==> config.mk <==
export PLATFORM = sky130hd
export DESIGN_NAME = mem_bus_arbiter_flat
export DESIGN_NICKNAME = d
export VERILOG_FILES = /design/src/rtl/mem_bus_arbiter_pkg.sv /design/src/rtl/mem_bus_arbiter_if.sv /design/src/rtl/mem_bus_arbiter_rr.sv /design/src/rtl/mem_bus_arbiter.sv /design/src/flat_wrapper.sv
export SDC_FILE = /design/constraint.sdc
export NUM_CORES = 1
export LEC_CHECK = 0
export ABC_AREA = 1
export CORE_AREA = 5 5 107 109
export DETAILED_ROUTE_END_ITERATION = 10
export DIE_AREA = 0 0 112 114
export HOLD_SLACK_MARGIN = 0.12
export PLACE_DENSITY = 0.68
export SYNTH_ARGS = -nofsm -noshare
export SYNTH_HDL_FRONTEND = slang
export SYNTH_SLANG_ARGS = --single-unit
==> constraint.sdc <==
create_clock -name clk -period 1.1 [get_ports clk]
set_input_delay 0.11 -clock clk [delete_from_list [all_inputs] [get_ports clk]]
set_output_delay 0.11 -clock clk [all_outputs]
set_load 0.05 [all_outputs]
==> src/rtl/mem_bus_arbiter_pkg.sv <==
// Shared state encoding, default widths and limits for the memory bus arbiter.
package core_bus_pkg;

    localparam int MAX_MASTERS    = 4;
    localparam int DEFAULT_ADDR_W = 32;
    localparam int DEFAULT_DATA_W = 32;

    typedef enum logic [1:0] {
        IDLE  = 2'd0,
        ISSUE = 2'd1,
        WAIT  = 2'd2
    } bus_state_e;

    // Width of a requester index; a single requester still needs one bit.
    function automatic int idx_width(input int n);
        return (n > 1) ? $clog2(n) : 1;
    endfunction

endpackage

==> src/rtl/mem_bus_arbiter_if.sv <==
// Requester-side and memory-side bundles of the memory bus arbiter.
interface mem_bus_arbiter_if
    import core_bus_pkg::*;
#(
    parameter int NUM_MASTERS = 2,
    parameter int ADDR_W      = DEFAULT_ADDR_W,
    parameter int DATA_W      = DEFAULT_DATA_W
);
    logic [NUM_MASTERS-1:0]          req_valid;
    logic [NUM_MASTERS-1:0]          req_ready;
    logic [NUM_MASTERS-1:0]          req_we;
    logic [NUM_MASTERS*ADDR_W-1:0]   req_addr;
    logic [NUM_MASTERS*DATA_W-1:0]   req_wdata;
    logic [NUM_MASTERS*DATA_W/8-1:0] req_wstrb;
    logic [NUM_MASTERS-1:0]          rsp_valid;
    logic [DATA_W-1:0]               rsp_rdata;

    modport master (
        output req_valid, req_we, req_addr, req_wdata, req_wstrb,
        input  req_ready, rsp_valid, rsp_rdata
    );

    modport slave (
        input  req_valid, req_we, req_addr, req_wdata, req_wstrb,
        output req_ready, rsp_valid, rsp_rdata
    );
endinterface

interface mem_port_if
    import core_bus_pkg::*;
#(
    parameter int ADDR_W = DEFAULT_ADDR_W,
    parameter int DATA_W = DEFAULT_DATA_W
);
    logic                mem_req_valid;
    logic                mem_req_ready;
    logic                mem_we;
    logic [ADDR_W-1:0]   mem_addr;
    logic [DATA_W-1:0]   mem_wdata;
    logic [DATA_W/8-1:0] mem_wstrb;
    logic                mem_rsp_valid;
    logic [DATA_W-1:0]   mem_rdata;

    modport master (
        output mem_req_valid, mem_we, mem_addr, mem_wdata, mem_wstrb,
        input  mem_req_ready, mem_rsp_valid, mem_rdata
    );

    modport slave (
        input  mem_req_valid, mem_we, mem_addr, mem_wdata, mem_wstrb,
        output mem_req_ready, mem_rsp_valid, mem_rdata
    );
endinterface

==> src/rtl/mem_bus_arbiter_rr.sv <==
// Combinational round-robin picker: first requester at or above ptr_i, wrapping.
module rr_arbiter
    import core_bus_pkg::*;
#(
    parameter int NUM_MASTERS = 2,
    parameter int IDX_W       = idx_width(NUM_MASTERS)
) (
    input  logic [NUM_MASTERS-1:0] req_i,
    input  logic [IDX_W-1:0]       ptr_i,
    output logic [NUM_MASTERS-1:0] grant_o,
    output logic [IDX_W-1:0]       grant_idx_o
);

    logic             found;
    logic [IDX_W-1:0] cand;

    always_comb begin
        grant_o     = '0;
        grant_idx_o = '0;
        found       = 1'b0;
        cand        = '0;
        for (int k = 0; k < NUM_MASTERS; k++) begin
            cand = IDX_W'((int'(ptr_i) + k) % NUM_MASTERS);
            if (!found && req_i[cand]) begin
                grant_o[cand] = 1'b1;
                grant_idx_o   = cand;
                found         = 1'b1;
            end
        end
    end

endmodule

==> src/rtl/mem_bus_arbiter.sv <==
// Shares one single-ported memory among NUM_MASTERS requesters with round-robin
// arbitration, one outstanding transaction, and responses routed to the issuer.
module mem_bus_arbiter
    import core_bus_pkg::*;
#(
    parameter int NUM_MASTERS = 2,
    parameter int ADDR_W      = DEFAULT_ADDR_W,
    parameter int DATA_W      = DEFAULT_DATA_W
) (
    input logic              clk,
    input logic              rst_n,
    mem_bus_arbiter_if.slave req_if,
    mem_port_if.master       mem_if
);

    localparam int IDX_W  = idx_width(NUM_MASTERS);
    localparam int STRB_W = DATA_W / 8;

    bus_state_e             state_q, state_d;
    logic [IDX_W-1:0]       owner_q, owner_d;
    logic [IDX_W-1:0]       rr_ptr_q, rr_ptr_d;
    logic [NUM_MASTERS-1:0] grant;
    logic [IDX_W-1:0]       grant_idx;
    logic [NUM_MASTERS-1:0] owner_onehot;

    logic                   own_we;
    logic [ADDR_W-1:0]      own_addr;
    logic [DATA_W-1:0]      own_wdata;
    logic [STRB_W-1:0]      own_wstrb;

    logic [NUM_MASTERS-1:0] req_ready;
    logic [NUM_MASTERS-1:0] rsp_valid;
    logic [DATA_W-1:0]      rsp_rdata;
    logic                   mem_req_valid;
    logic                   mem_we;
    logic [ADDR_W-1:0]      mem_addr;
    logic [DATA_W-1:0]      mem_wdata;
    logic [STRB_W-1:0]      mem_wstrb;

    rr_arbiter #(
        .NUM_MASTERS (NUM_MASTERS),
        .IDX_W       (IDX_W)
    ) u_rr (
        .req_i       (req_if.req_valid),
        .ptr_i       (rr_ptr_q),
        .grant_o     (grant),
        .grant_idx_o (grant_idx)
    );

    assign owner_onehot = NUM_MASTERS'(1) << owner_q;
    assign own_we       = req_if.req_we[owner_q];
    assign own_addr     = req_if.req_addr[int'(owner_q)*ADDR_W +: ADDR_W];
    assign own_wdata    = req_if.req_wdata[int'(owner_q)*DATA_W +: DATA_W];
    assign own_wstrb    = req_if.req_wstrb[int'(owner_q)*STRB_W +: STRB_W];

    always_ff @(posedge clk) begin
        if (!rst_n) begin
            state_q  <= IDLE;
            owner_q  <= '0;
            rr_ptr_q <= '0;
        end else begin
            state_q  <= state_d;
            owner_q  <= owner_d;
            rr_ptr_q <= rr_ptr_d;
        end
    end

    // Owner is captured only in IDLE, so the grant stays locked through ISSUE and WAIT.
    always_comb begin
        state_d       = state_q;
        owner_d       = owner_q;
        rr_ptr_d      = rr_ptr_q;
        req_ready     = '0;
        rsp_valid     = '0;
        rsp_rdata     = '0;
        mem_req_valid = 1'b0;
        mem_we        = 1'b0;
        mem_addr      = '0;
        mem_wdata     = '0;
        mem_wstrb     = '0;

        unique case (state_q)
            IDLE: begin
                if (|grant) begin
                    owner_d = grant_idx;
                    state_d = ISSUE;
                end
            end
            ISSUE: begin
                mem_req_valid = 1'b1;
                mem_we        = own_we;
                mem_addr      = own_addr;
                mem_wdata     = own_wdata;
                mem_wstrb     = own_wstrb;
                if (mem_if.mem_req_ready) begin
                    req_ready = owner_onehot;
                    state_d   = WAIT;
                end
            end
            WAIT: begin
                if (mem_if.mem_rsp_valid) begin
                    rsp_valid = owner_onehot;
                    rsp_rdata = mem_if.mem_rdata;
                    rr_ptr_d  = (owner_q == IDX_W'(NUM_MASTERS - 1)) ? '0 : owner_q + 1'b1;
                    state_d   = IDLE;
                end
            end
            default: state_d = IDLE;
        endcase

        // A reset cycle must not leak a handshake or a stale response.
        if (!rst_n) begin
            req_ready     = '0;
            rsp_valid     = '0;
            rsp_rdata     = '0;
            mem_req_valid = 1'b0;
            mem_we        = 1'b0;
            mem_addr      = '0;
            mem_wdata     = '0;
            mem_wstrb     = '0;
        end
    end

    assign req_if.req_ready     = req_ready;
    assign req_if.rsp_valid     = rsp_valid;
    assign req_if.rsp_rdata     = rsp_rdata;
    assign mem_if.mem_req_valid = mem_req_valid;
    assign mem_if.mem_we        = mem_we;
    assign mem_if.mem_addr      = mem_addr;
    assign mem_if.mem_wdata     = mem_wdata;
    assign mem_if.mem_wstrb     = mem_wstrb;

endmodule
==> src/flat_wrapper.sv <==
// flat-port wrapper written by rule: the top's interface ports become plain ports
module mem_bus_arbiter_flat import core_bus_pkg::*;
#(
    parameter int NUM_MASTERS = 2,
    parameter int ADDR_W      = DEFAULT_ADDR_W,
    parameter int DATA_W      = DEFAULT_DATA_W
)
  (clk, rst_n, req_if_req_valid, req_if_req_we, req_if_req_addr, req_if_req_wdata, req_if_req_wstrb, req_if_req_ready, req_if_rsp_valid, req_if_rsp_rdata, mem_if_mem_req_valid, mem_if_mem_we, mem_if_mem_addr, mem_if_mem_wdata, mem_if_mem_wstrb, mem_if_mem_req_ready, mem_if_mem_rsp_valid, mem_if_mem_rdata);
  mem_bus_arbiter_if #(.NUM_MASTERS(NUM_MASTERS), .ADDR_W(ADDR_W), .DATA_W(DATA_W)) req_if_i ();
  mem_port_if #(.ADDR_W(ADDR_W), .DATA_W(DATA_W)) mem_if_i ();
  input logic clk;
  input logic rst_n;
  input wire logic [$bits(req_if_i.req_valid)-1:0] req_if_req_valid;
  input wire logic [$bits(req_if_i.req_we)-1:0] req_if_req_we;
  input wire logic [$bits(req_if_i.req_addr)-1:0] req_if_req_addr;
  input wire logic [$bits(req_if_i.req_wdata)-1:0] req_if_req_wdata;
  input wire logic [$bits(req_if_i.req_wstrb)-1:0] req_if_req_wstrb;
  output wire logic [$bits(req_if_i.req_ready)-1:0] req_if_req_ready;
  output wire logic [$bits(req_if_i.rsp_valid)-1:0] req_if_rsp_valid;
  output wire logic [$bits(req_if_i.rsp_rdata)-1:0] req_if_rsp_rdata;
  output wire logic [$bits(mem_if_i.mem_req_valid)-1:0] mem_if_mem_req_valid;
  output wire logic [$bits(mem_if_i.mem_we)-1:0] mem_if_mem_we;
  output wire logic [$bits(mem_if_i.mem_addr)-1:0] mem_if_mem_addr;
  output wire logic [$bits(mem_if_i.mem_wdata)-1:0] mem_if_mem_wdata;
  output wire logic [$bits(mem_if_i.mem_wstrb)-1:0] mem_if_mem_wstrb;
  input wire logic [$bits(mem_if_i.mem_req_ready)-1:0] mem_if_mem_req_ready;
  input wire logic [$bits(mem_if_i.mem_rsp_valid)-1:0] mem_if_mem_rsp_valid;
  input wire logic [$bits(mem_if_i.mem_rdata)-1:0] mem_if_mem_rdata;
  assign req_if_i.req_valid = req_if_req_valid;
  assign req_if_i.req_we = req_if_req_we;
  assign req_if_i.req_addr = req_if_req_addr;
  assign req_if_i.req_wdata = req_if_req_wdata;
  assign req_if_i.req_wstrb = req_if_req_wstrb;
  assign req_if_req_ready = req_if_i.req_ready;
  assign req_if_rsp_valid = req_if_i.rsp_valid;
  assign req_if_rsp_rdata = req_if_i.rsp_rdata;
  assign mem_if_mem_req_valid = mem_if_i.mem_req_valid;
  assign mem_if_mem_we = mem_if_i.mem_we;
  assign mem_if_mem_addr = mem_if_i.mem_addr;
  assign mem_if_mem_wdata = mem_if_i.mem_wdata;
  assign mem_if_mem_wstrb = mem_if_i.mem_wstrb;
  assign mem_if_i.mem_req_ready = mem_if_mem_req_ready;
  assign mem_if_i.mem_rsp_valid = mem_if_mem_rsp_valid;
  assign mem_if_i.mem_rdata = mem_if_mem_rdata;
  mem_bus_arbiter #(.NUM_MASTERS(NUM_MASTERS), .ADDR_W(ADDR_W), .DATA_W(DATA_W)) u_core (.clk(clk), .rst_n(rst_n), .req_if(req_if_i), .mem_if(mem_if_i));
endmodule
[After elaboration in Yosys (flattened, before gate mapping)]
Cells that the tools add are included.
Operators by class
  $add $sub $neg: 2
  order comparisons: 5
  equality and inequality tests: 5
  shifts and indexed selects: 4
  mux-type cells: 39
  bitwise gates (word level): 1
  reduce and logical (&&, ||, !) cells: 9
Operator list (count)
  32-bit two-way mux: 7
  64-bit by 7-bit variable part select with 32-bit output: 2
  2-bit two-way mux: 11
  1-bit two-way mux: 16
  4-bit two-way mux: 2
  8-bit by 4-bit variable part select with 4-bit output: 1
  1-bit by 2-bit less-than comparator with 1-bit output, second input constant: 3
  2-bit one-hot mux with 3 select lines: 1
  2-bit inequality test, second input constant: 2
  2-bit AND reduction: 2
  1-bit logical AND: 3
  3-bit AND reduction: 1
  1-bit adder, second input constant: 2
  1-bit demux with 1-bit select: 2
  2-bit by 1-bit == test with 1-bit output, second input constant: 1
  2-bit == test, second input constant: 1
  1-bit >= comparator, second input constant: 2
  2-bit logical NOT: 1
  2-bit by 1-bit inequality test with 1-bit output, second input constant: 1
  2-bit bitwise OR: 1
  2-bit OR reduction: 1
  1-bit by 1-bit left shift with 2-bit output, first input constant: 1
  1-bit logical NOT: 1
Word-level totals
  bits in registers: 4
  bits of input ports: 176
  output and inout bits: 106

[Longest topological paths before layout]
Gate-level depths: netlist of run 1.
  depth in word-level cells: 10
  depth in mapped cells: 6
  mapped depth without buffers: 5

[Modules after synthesis]
From an unflattened synthesis of run 1, not the netlist that was laid out.
Second synthesis, totals
  cell total of the unflattened synthesis: 340
  area, all modules: 1522.7 um^2
By module, submodules not included
  mem_bus_arbiter: instances 1, cells each 335, area each 1493.9 um^2, sequential area each 80.1 um^2
  rr_arbiter: instances 1, cells each 5, area each 28.8 um^2, sequential area each 0.0 um^2

[Least setup slack after synthesis of run 1]
No wires, ideal clock.
  path kind: register to output
  start: register u_core.owner_q
  end: output req_if_req_ready[1]
  arrival: 1.744 ns
  required time: 0.990 ns
  slack: -0.754 ns
  stages on the path, launching flop included: 5
  buffers on the path: 2
  path through: dfxtp_1 buf_4 inv_2 buf_2 nor3_1
On the way
  longest elaborated chain between the ends: 4
RTL lines
  start: declaration: RTL line mem_bus_arbiter.sv:20  | logic [IDX_W-1:0] owner_q, owner_d;
  start signal: assignment: RTL line mem_bus_arbiter.sv:63  | owner_q <= owner_d;
  1-bit by 1-bit left shift with 2-bit output: RTL line mem_bus_arbiter.sv:50  | assign owner_onehot = NUM_MASTERS'(1) << owner_q;
  2-bit two-way mux: RTL line mem_bus_arbiter.sv:95  | if (mem_if.mem_req_ready) begin
  2-bit two-way mux: RTL line mem_bus_arbiter.sv:82  | unique case (state_q)
  2-bit two-way mux: RTL line mem_bus_arbiter.sv:112  | if (!rst_n) begin
  end: declaration: RTL line flat_wrapper.sv:18  | output wire logic [$bits(req_if_i.req_ready)-1:0] req_if_req_ready;
Every way passes these cells.

[Final worst setup path of run 1]
  start: register u_core.state_q[0]
  end: output req_if_rsp_rdata[14]
On the way
  longest elaborated chain between the ends: 3
RTL lines
  start: declaration: RTL line mem_bus_arbiter.sv:19  | bus_state_e state_q, state_d;
  start signal: assignment: RTL line mem_bus_arbiter.sv:62  | state_q <= state_d;
  2-bit == test: RTL line mem_bus_arbiter.sv:82
  32-bit two-way mux: RTL line mem_bus_arbiter.sv:82
  32-bit two-way mux: RTL line mem_bus_arbiter.sv:112
  end: declaration: RTL line flat_wrapper.sv:20  | output wire logic [$bits(req_if_i.rsp_rdata)-1:0] req_if_rsp_rdata;
Every way passes these cells.

==> results of run 1 <==
-- worst reg2reg max path, cell delays in order (launching register included) --
cell,delay [ps]
sky130_fd_sc_hd__dfxtp_2,310
sky130_fd_sc_hd__inv_2,90
sky130_fd_sc_hd__nand2_2,70
sky130_fd_sc_hd__nor2_4,120
sky130_fd_sc_hd__buf_4,130
sky130_fd_sc_hd__nand3_2,80
sky130_fd_sc_hd__o21ai_0,90
-- layer usage --
metal / vias up / global-route usage, % / wire, µm
met5: - / 0 / 0
li1: 1582 / - / -
met4: 0 / 5.37 / 397
met1: 1485 / 18.4 / 4140
met2: 195 / 36.3 / 6740
met3: 28 / 6.84 / 1280
-- through the flow --
stage	hold slack [ps]	utilization, %	cells
after CTS	479	64.6	755
after detailed placement	488	60.9	749
after global routing	493	65.4	756
final	475	65.4	756
after global placement	461	60.9	749
after floorplan	254	-	333
-- area by class of cell --
| cell class | count | area, µm² | share of cell area, % |
|---|---|---|---|
| clock buffers | 3 | 41.3 | 0.601 |
| repair buffers | 305 | 4240 | 61.7 |
| multi-input cells | 262 | 2160 | 31.4 |
| well taps | 140 | 175 | 2.55 |
| inverters | 42 | 173 | 2.51 |
| flip-flops and latches | 4 | 86.3 | 1.26 |
-- worst paths after layout --
path | from | to | slack, ps | cells after the start
worst min-delay path | rst_n | u_core.state_q[1] | 470 | 4
worst max register to register | u_core.state_q[0] | u_core.rr_ptr_q | 120 | 6
worst max-delay path | u_core.state_q[0] | req_if_rsp_rdata[14] | -420 | 7
worst min register to register | u_core.rr_ptr_q | u_core.rr_ptr_q | 480 | 2
-- synth_stat cells (2+ instances only) --
| master | number | area (µm²) |
|---|---|---|
| sky130_fd_sc_hd__a21oi_1 | 66 | 330 |
| sky130_fd_sc_hd__a21oi_2 | 6 | 52.6 |
| sky130_fd_sc_hd__buf_2 | 8 | 40.0 |
| sky130_fd_sc_hd__buf_6 | 10 | 113 |
| sky130_fd_sc_hd__clkbuf_1 | 6 | 22.5 |
| sky130_fd_sc_hd__dfxtp_1 | 4 | 80.1 |
| sky130_fd_sc_hd__inv_1 | 41 | 154 |
| sky130_fd_sc_hd__nand2_1 | 145 | 544 |
| sky130_fd_sc_hd__nand2_4 | 2 | 22.5 |
| sky130_fd_sc_hd__nand3_1 | 3 | 15.0 |
| sky130_fd_sc_hd__nor2_1 | 24 | 90.1 |
| sky130_fd_sc_hd__nor2_2 | 11 | 68.8 |
| sky130_fd_sc_hd__nor3_1 | 2 | 10.0 |
-- power groups by stage --
| stage | clock [W] | combinational (W) | sequential [W] |
|---|---|---|---|
| 6_report | 0.000314 | 0.00271 | 0.000171 |
| 5_1_grt | 0.000327 | 0.00285 | 0.000173 |
| 4_1_cts | 0.000319 | 0.00271 | 0.000171 |
| 3_5_place_dp | 0 | 0.00258 | 0.000170 |
| 3_3_place_gp | 0 | 0.00254 | 0.000169 |
| 2_1_floorplan | 0 | 0.00119 | 0.000165 |
-- repair_timing --
item	CTS	global route
buffers inserted	2	0
endpoints found under the setup margin	106	107
gates cloned	1	1
pin swaps	3	3
gates resized for setup	60	9
-- sequential cells by signal, summed over array words and instances (netlist names) --
register	cells
u_core.rr_ptr_q	1
u_core.owner_q	1
u_core.state_q	2
-- logic make-up after synthesis --
family	synth area share, %
compound gates	24.6
buf+inv	21.6
flops	5.08
simple gates	48.8
-- cell usage in the layout, fill, tap and decap left out, types with 2 or more instances in the layout --
cell type	count
sky130_fd_sc_hd__dfxtp_2	2
sky130_fd_sc_hd__clkbuf_8	3
sky130_fd_sc_hd__a21oi_1	3
sky130_fd_sc_hd__a21oi_4	66
sky130_fd_sc_hd__buf_12	117
sky130_fd_sc_hd__a21oi_2	3
sky130_fd_sc_hd__buf_6	3
sky130_fd_sc_hd__nor3_4	2
sky130_fd_sc_hd__nor2_4	35
sky130_fd_sc_hd__nand3_1	2
sky130_fd_sc_hd__nand2_1	144
sky130_fd_sc_hd__buf_4	8
sky130_fd_sc_hd__inv_1	38
sky130_fd_sc_hd__clkinvlp_4	2
sky130_fd_sc_hd__clkdlybuf4s50_1	174
==> reports/results.txt, run 1 <==
Relative to the synthesized area, the layout overhead comes to 335%. Row generation in the floorplan step produced 38 rows. The tools report the instance area at placement as 6400 µm². The clock network is responsible for 9.8% of the overall power.

The worst setup path is captured at a primary output. The kind of cell with the highest combined delay along the critical path is simple AND/OR/NAND/NOR gates. Classification of the worst-slack hold path: input pin to flip-flop. In the final layout, the share of cells above drive strength 1 is 40.6%. The total buffers and inverters traversed by the critical path came out at 3.

The largest driver fanout on the critical path was 6. The final critical-path share of the clock period is 138%. The clock-pin slew of the registers on the worst-case setup and hold paths is 30 ps, and the post-synthesis sequential element count is 4. Summed over all layers, the global routing overflow is 0. Entering global routing, the biggest net connects 30 pins. The tools report the number of standard cells after synthesis as 333.

Walking the worst path, the cells encountered are inv_2 -> nand2_2 -> nor2_4 -> nand2_4 -> buf_12 -> nor2_4 -> buf_12. The floorplan step set the die width to 112 µm. The starting DRC count in detailed routing is 145. The run gives 5 as the number of detailed-routing iterations run before antenna repair. The post-synthesis instance area is 1580 µm², and the transition time at the pin with the least slew margin is 252 ps. The sequential power share is 5.4%. The tools report the highest ir drop seen on vdd as 0.000299 V. The total via count in the routed design was 3290; the routed wirelength normalized by instance count was 16.6 µm. The number of hold buffers added after CTS was 0.

The clock passes through at most 2 buffers. The pre-CTS worst setup slack came out at -449 ps. TritonCTS built the clock tree. The logs give 0 for the count of yosys warnings during synthesis and 2.58 nW for the leakage power figure.

The startpoint-to-endpoint class of the critical path is flip-flop to primary output. Of the total power, the share spent switching nets is 45.2%. The logs give 3732 for the via count of the first global-routing pass and -40000 ps for the accumulated negative setup slack.

In this run the mean area of a mapped cell was 4.74 µm². The global-route usage over all layers came out at 18.6%. Setup repair after global routing could not meet its margin everywhere. Across the routed clock network, the largest skew measured is 2.11 ps. Yosys mapped the design onto 18 distinct sky130hd cell types. The required time of the critical path was 990 ps; the switching power total was 0.00144 W. Total CTS buffers: 3. At the later pin of the worst-skew pair, clock insertion delay measures 220 ps.

The post-detailed-placement half-perimeter wirelength was 10.4 mm; the filler cell count in the final layout was 786. The number of max-slew violations in the final report is 0. The element type at the critical path start was a flip-flop. The internal power of the cells totals 0.00175 W. The die is 114 µm tall.

The logs give 1 for the H-tree depth and 0.903 for the final estimated routing congestion in global placement. For this run, design rule violations remaining after detail routing come to 0. The sequential cell area fraction in the yosys report was 5.08%; the count of endpoints failing hold in the final timing report was 0. The library cell used as clock root buffer is sky130_fd_sc_hd__clkbuf_8. Max-cap violations in this run came to 0. The tools report the routed wire length as 12.6 mm. The total power after layout is 0.00320 W.

Using the TritonRoute via totals, the vias-per-cell ratio works out to 4.35. The final layout contains 794 nets. The final reports fail on negative setup slack.

The die covers 12800 µm². The logs give 660 MHz for the highest clock rate and 0 for the initial antenna violation count. In the synthesized netlist the dominant register cell turns out to be sky130_fd_sc_hd__dfxtp_1.

The logs give 15.0% for the effective utilization at floorplan and 1410 ps for the critical path data arrival time. The largest single stage delay on the critical path is 310 ps. Clock tree synthesis found a total of 4 sinks.

In this run the count of I/O pins placed on the die edge is 282. The number of nets still failing antenna checks after routing is 0. Total inserted antenna cells: 0. The cell with the biggest individual delay on the critical path is sky130_fd_sc_hd__dfxtp_2.

The number of nets handed over by synthesis was 509. The power density over cell area is 465 nW/µm², and the number of enable flip-flop cells after synthesis is 0. Of all flip-flops after synthesis, the portion carrying an async set or reset was 0%. Combinational logic burns 84.8% of the power. The first-pass GRT wire length was 19.4 mm.

Port buffering added 281 buffers. The flow ran to the end, but the final reports show violations. Measured against its own limit, the worst slew margin works out to 83.2%. The routed design could run at a clock period as short as 1520 ps. The slack of the critical path was -415 ps.

Summing all non-filler instances in the final layout gives an area of 6870 µm². The total area inside the core boundary comes to 10500 µm². The tools report the total setup violations reported at the end of the flow as 106.
Power figures use the tool's default switching activity.
==> run 2, diff against run 1 <==
ABC_AREA = default   (was 1)
CORE_AREA = 5 5 106 108   (was 5 5 107 109)
DIE_AREA = 0 0 111 113   (was 0 0 112 114)
PLACE_DENSITY = 0.69   (was 0.68)
RECOVER_POWER = 100   (was default)
==> reports/results.txt, run 2 <==
The cell with the biggest individual delay on the critical path is sky130_fd_sc_hd__dfxtp_4. For the final instance count without filler cells, the log shows 652 (-14%). The biggest area contributor in the post-synthesis netlist is sky130_fd_sc_hd__mux2i_1. The total of hold buffers inserted after clock tree synthesis came out at 0 (unchanged).

By area the synthesized netlist is led by sky130_fd_sc_hd__mux2i_1 (45%), sky130_fd_sc_hd__nor2_1 (17%), sky130_fd_sc_hd__and2_1 (14%). The worst slew slack as a fraction of its limit is 79.3% (-3.9 points). The logs give 2 (unchanged) for the clock tree buffer depth and -464 ps (-14.9 ps) for the pre-CTS worst setup slack. Startpoint-to-endpoint class of the critical path: flip-flop to primary output.

The count of buffers from port buffering was 281 (unchanged); the number of flip-flops under the largest register name was 2 (unchanged). The worst setup skew after layout is 0.113 ps (-1.99 ps), and the routed wirelength normalized by instance count is 19.7 µm (+18%). The tools report the total instance count after detailed placement as 626 (-16%). Vias per cell: 4.33 (-0.51%). The switching portion of total power came out at 40.9% (-4.3 points). The logs give 0 (unchanged) for the number of max-slew violations in the final report and 215 (-35%) for the number of standard cells after synthesis. The number of cells on the worst reg-to-reg path works out to 5 (-1).

The total CTS buffers came out at 3 (unchanged). The total via count in the routed design was 2823 (-14%). Power density over cell area: 508 nW/µm² (+9.1%).

The number of clock sinks was 4 (unchanged). The logs give 9.4% (-0.4 points) for the proportion of power drawn by the clock network and 0 (unchanged) for the number of nets still failing antenna checks after routing. The tools report the maximum number of pins on one net before global-route repair as 28 (-6.7%).

The synthesized area divided by synthesized cell count works out to 7.14 µm² (+51%). The flow ran to the end, but the final reports show violations. The prevailing post-synth register cell was sky130_fd_sc_hd__dfxtp_1. The tools report the final layout net count as 693 (-13%). The switching power total is 0.00144 W (-0.27%). The post-synthesis instance area is 1540 µm² (-2.7%), and the H-tree depth is 1 (unchanged). The classification of the worst-slack hold path was input pin to flip-flop. The async set-reset flop share out of synthesis works out to 0% (unchanged). Leaving out fill and tap cells, the most frequent cell in the layout is sky130_fd_sc_hd__clkdlybuf4s50_1. For the critical path data arrival time, the log shows 1450 ps (+40 ps). The area share of the leading cell type in the synthesized netlist works out to 45.0% (+10 points).

The tools report the sequential power share as 5.0% (-0.4 points). The post-detailed-placement half-perimeter wirelength came out at 9.27 mm (-11%). The post-synthesis cell type count was 23 (+5); the largest driver fanout on the critical path was 7 (+1). The initial antenna violation count is 0 (unchanged), and the count of yosys warnings during synthesis is 0 (unchanged).

The total inserted antenna cells was 0 (unchanged). The largest registers in the layout are u_core.state_q: 2 flops, u_core.owner_q: 1 flops, u_core.rr_ptr_q: 1 flops. X dimension of the die: 111 µm (-0.89%). The highest cell delay on the worst timing path is 460 ps (+150 ps), and the highest ir drop seen on vdd is 0.000344 V (+15%). The number of design rule violations left after detail routing was 0 (unchanged); the clock-pin slew of the registers on the worst-case setup and hold paths was 40 ps (about the same).

The total setup violations reported at the end of the flow is 108 (+1.9%), and the first-pass GRT wire length is 18.2 mm (-6.0%). The endpoint class of the critical path was a primary output. The logs give 0 (unchanged) for the count of endpoints failing hold in the final timing report and 990 ps (about the same) for the required time of the critical path. Traced cell by cell, the critical path runs through buf_12 -> buf_16 -> mux2i_1 -> nor2_2 -> buf_12. For the total congestion overflow, the log shows 0 (unchanged). The register bank with the most flops is u_core.state_q.

The share of cells above drive strength 1 was 60.1% (+19 points); the number of nets in the synthesized netlist was 391 (-23%). The slack of the critical path is -460 ps (-45.2 ps). The tree is rooted in a sky130_fd_sc_hd__clkbuf_8. The global-route usage over all layers was 18.3% (-0.33 points). The final estimated routing congestion in global placement was 0.894 (-1.0%); the effective utilization at floorplan was 15.1% (+0.13 points). Counting stages on the worst path, the most repeated cell is sky130_fd_sc_hd__buf_12.

Leaving out fill and tap cells, the most frequent cells in the layout are sky130_fd_sc_hd__clkdlybuf4s50_1 (174), sky130_fd_sc_hd__buf_12 (111), sky130_fd_sc_hd__nor2_4 (46). The number of detailed-routing iterations run before antenna repair is 4 (-1), and the filler cell count in the final layout is 680 (-13%). The starting DRC count in detailed routing is 54 (-63%). Post-layout minimum cycle time: 1560 ps (+45.2 ps). The relative contribution of combinational cells to total power was 85.6% (+0.8 points); the transition time at the pin with the least slew margin was 302 ps (+50.7 ps).

The via count of the first global-routing pass came out at 3193 (-14%). The final critical-path share of the clock period was 142% (+4.1 points). The leakage power figure was 2.54 nW (-1.8%).

For the internal portion of total power, the log shows 0.00208 W (+19%). Compared with the post-synthesis result, the final layout area differs by 352%. The worst setup path is launched from a flip-flop. The cell row count was 37 (-2.6%); the vertical die dimension was 113 µm (-0.88%). The highest clock rate came out at 641 MHz (-2.9%).

The number of enable flip-flop cells after synthesis is 0 (unchanged). The max capacitance violation total is 0 (unchanged), and the number of I/O pins is 282 (unchanged). The worst-skew pair later-pin latency was 210 ps (about the same); the routed wire length was 12.8 mm (+2.1%).

For the die footprint, the log shows 12500 µm² (-1.8%). TritonCTS built the clock tree. By count the netlist is led by sky130_fd_sc_hd__mux2i_1 (69), sky130_fd_sc_hd__nor2_1 (69), sky130_fd_sc_hd__and2_1 (34).

The sequential cell area fraction in the yosys report came out at 5.22% (+0.14 points). The checks that failed: negative setup slack. The post-synthesis sequential element count is 4 (unchanged). Setup repair after global routing could not meet its margin everywhere. The cell depth of the worst min-delay path is 3 (-1).

The run gives 10100 µm² (-3.5%) as the area of the core.
==> run 2: path summary, 6_finish.rpt <==
path / start / slack, ps / endpoint
hold / removal: rst_n / 460 / u_core.rr_ptr_q
setup / recovery: u_core.owner_q / -460 / mem_if_mem_wdata[18]
setup reg to reg: u_core.state_q[0] / -110 / u_core.rr_ptr_q
hold reg to reg: u_core.rr_ptr_q / 530 / u_core.owner_q
==> run 2: metrics by stage <==
| stage | hold slack (ps) | util, % | setup TNS [ps] | instance area (µm²) | total power, W |
|---|---|---|---|---|---|
| 2_1_floorplan | 218 | - | -24380 | 1860 | 0.00123 |
| 3_3_place_gp | 467 | 57.9 | -41710 | 5870 | 0.00254 |
| 3_5_place_dp | 467 | 57.9 | -43360 | 5870 | 0.00258 |
| 4_1_cts | 378 | 66.0 | -41900 | 6700 | 0.00336 |
| 5_1_grt | 468 | 68.4 | -48300 | 6940 | 0.00365 |
| 6_report | 456 | 68.4 | -43560 | 6940 | 0.00352 |
==> run 2: critical path: cells and delay by family (launching register included) <==
family        cells  cell delay, ps
mux               1             260
buf+inv           3             430
flops             1             460
simple gates      1              80
==> run 2: power by group through the flow <==
stage	Clock, W	Sequential, W	Combinational (W)
after floorplan	0	0.000163	0.00107
after global placement	0	0.000172	0.00237
after CTS	0.000335	0.000173	0.00285
final	0.000330	0.000177	0.00302
after global routing	0.000346	0.000178	0.00313
after detailed placement	0	0.000172	0.00241
==> run 2: kinds of logic after synthesis <==
| group | share of synthesized area [%] |
|---|---|
| flip-flops | 5.22 |
| multiplexers | 45.0 |
| AND/OR/NAND/NOR | 37.3 |
| AO/OA/AOI/OAI | 2.04 |
| buffers and inverters | 10.4 |
==> run 2: repair_timing <==
| action | in CTS | in global routing |
|---|---|---|
| pin swaps | 5 | 6 |
| gates resized for setup | 129 | 42 |
| gates cloned | 11 | 1 |
| endpoints found under the hold margin | 0 | 0 |
| buffers inserted | 10 | 2 |
| endpoints found under the setup margin | 108 | 109 |
==> run 2: layer usage <==
layer	track usage, %	share of wire (%)	vias up
li1	-	-	1332
met1	18.0	34	1325
met2	37.3	58	148
met3	5.40	6.6	18
met4	4.02	2.1	0
met5	0	0	-
==> run 2: final cells by class <==
class | count | area, µm² | share of cell area (%)
tap | 136 | 170 | 2.45
clock buffer | 4 | 45.0 | 0.649
multi-input combinational | 188 | 2150 | 31.0
sequential | 4 | 91.3 | 1.32
timing repair buffer | 317 | 4470 | 64.4
inverter | 3 | 13.8 | 0.198
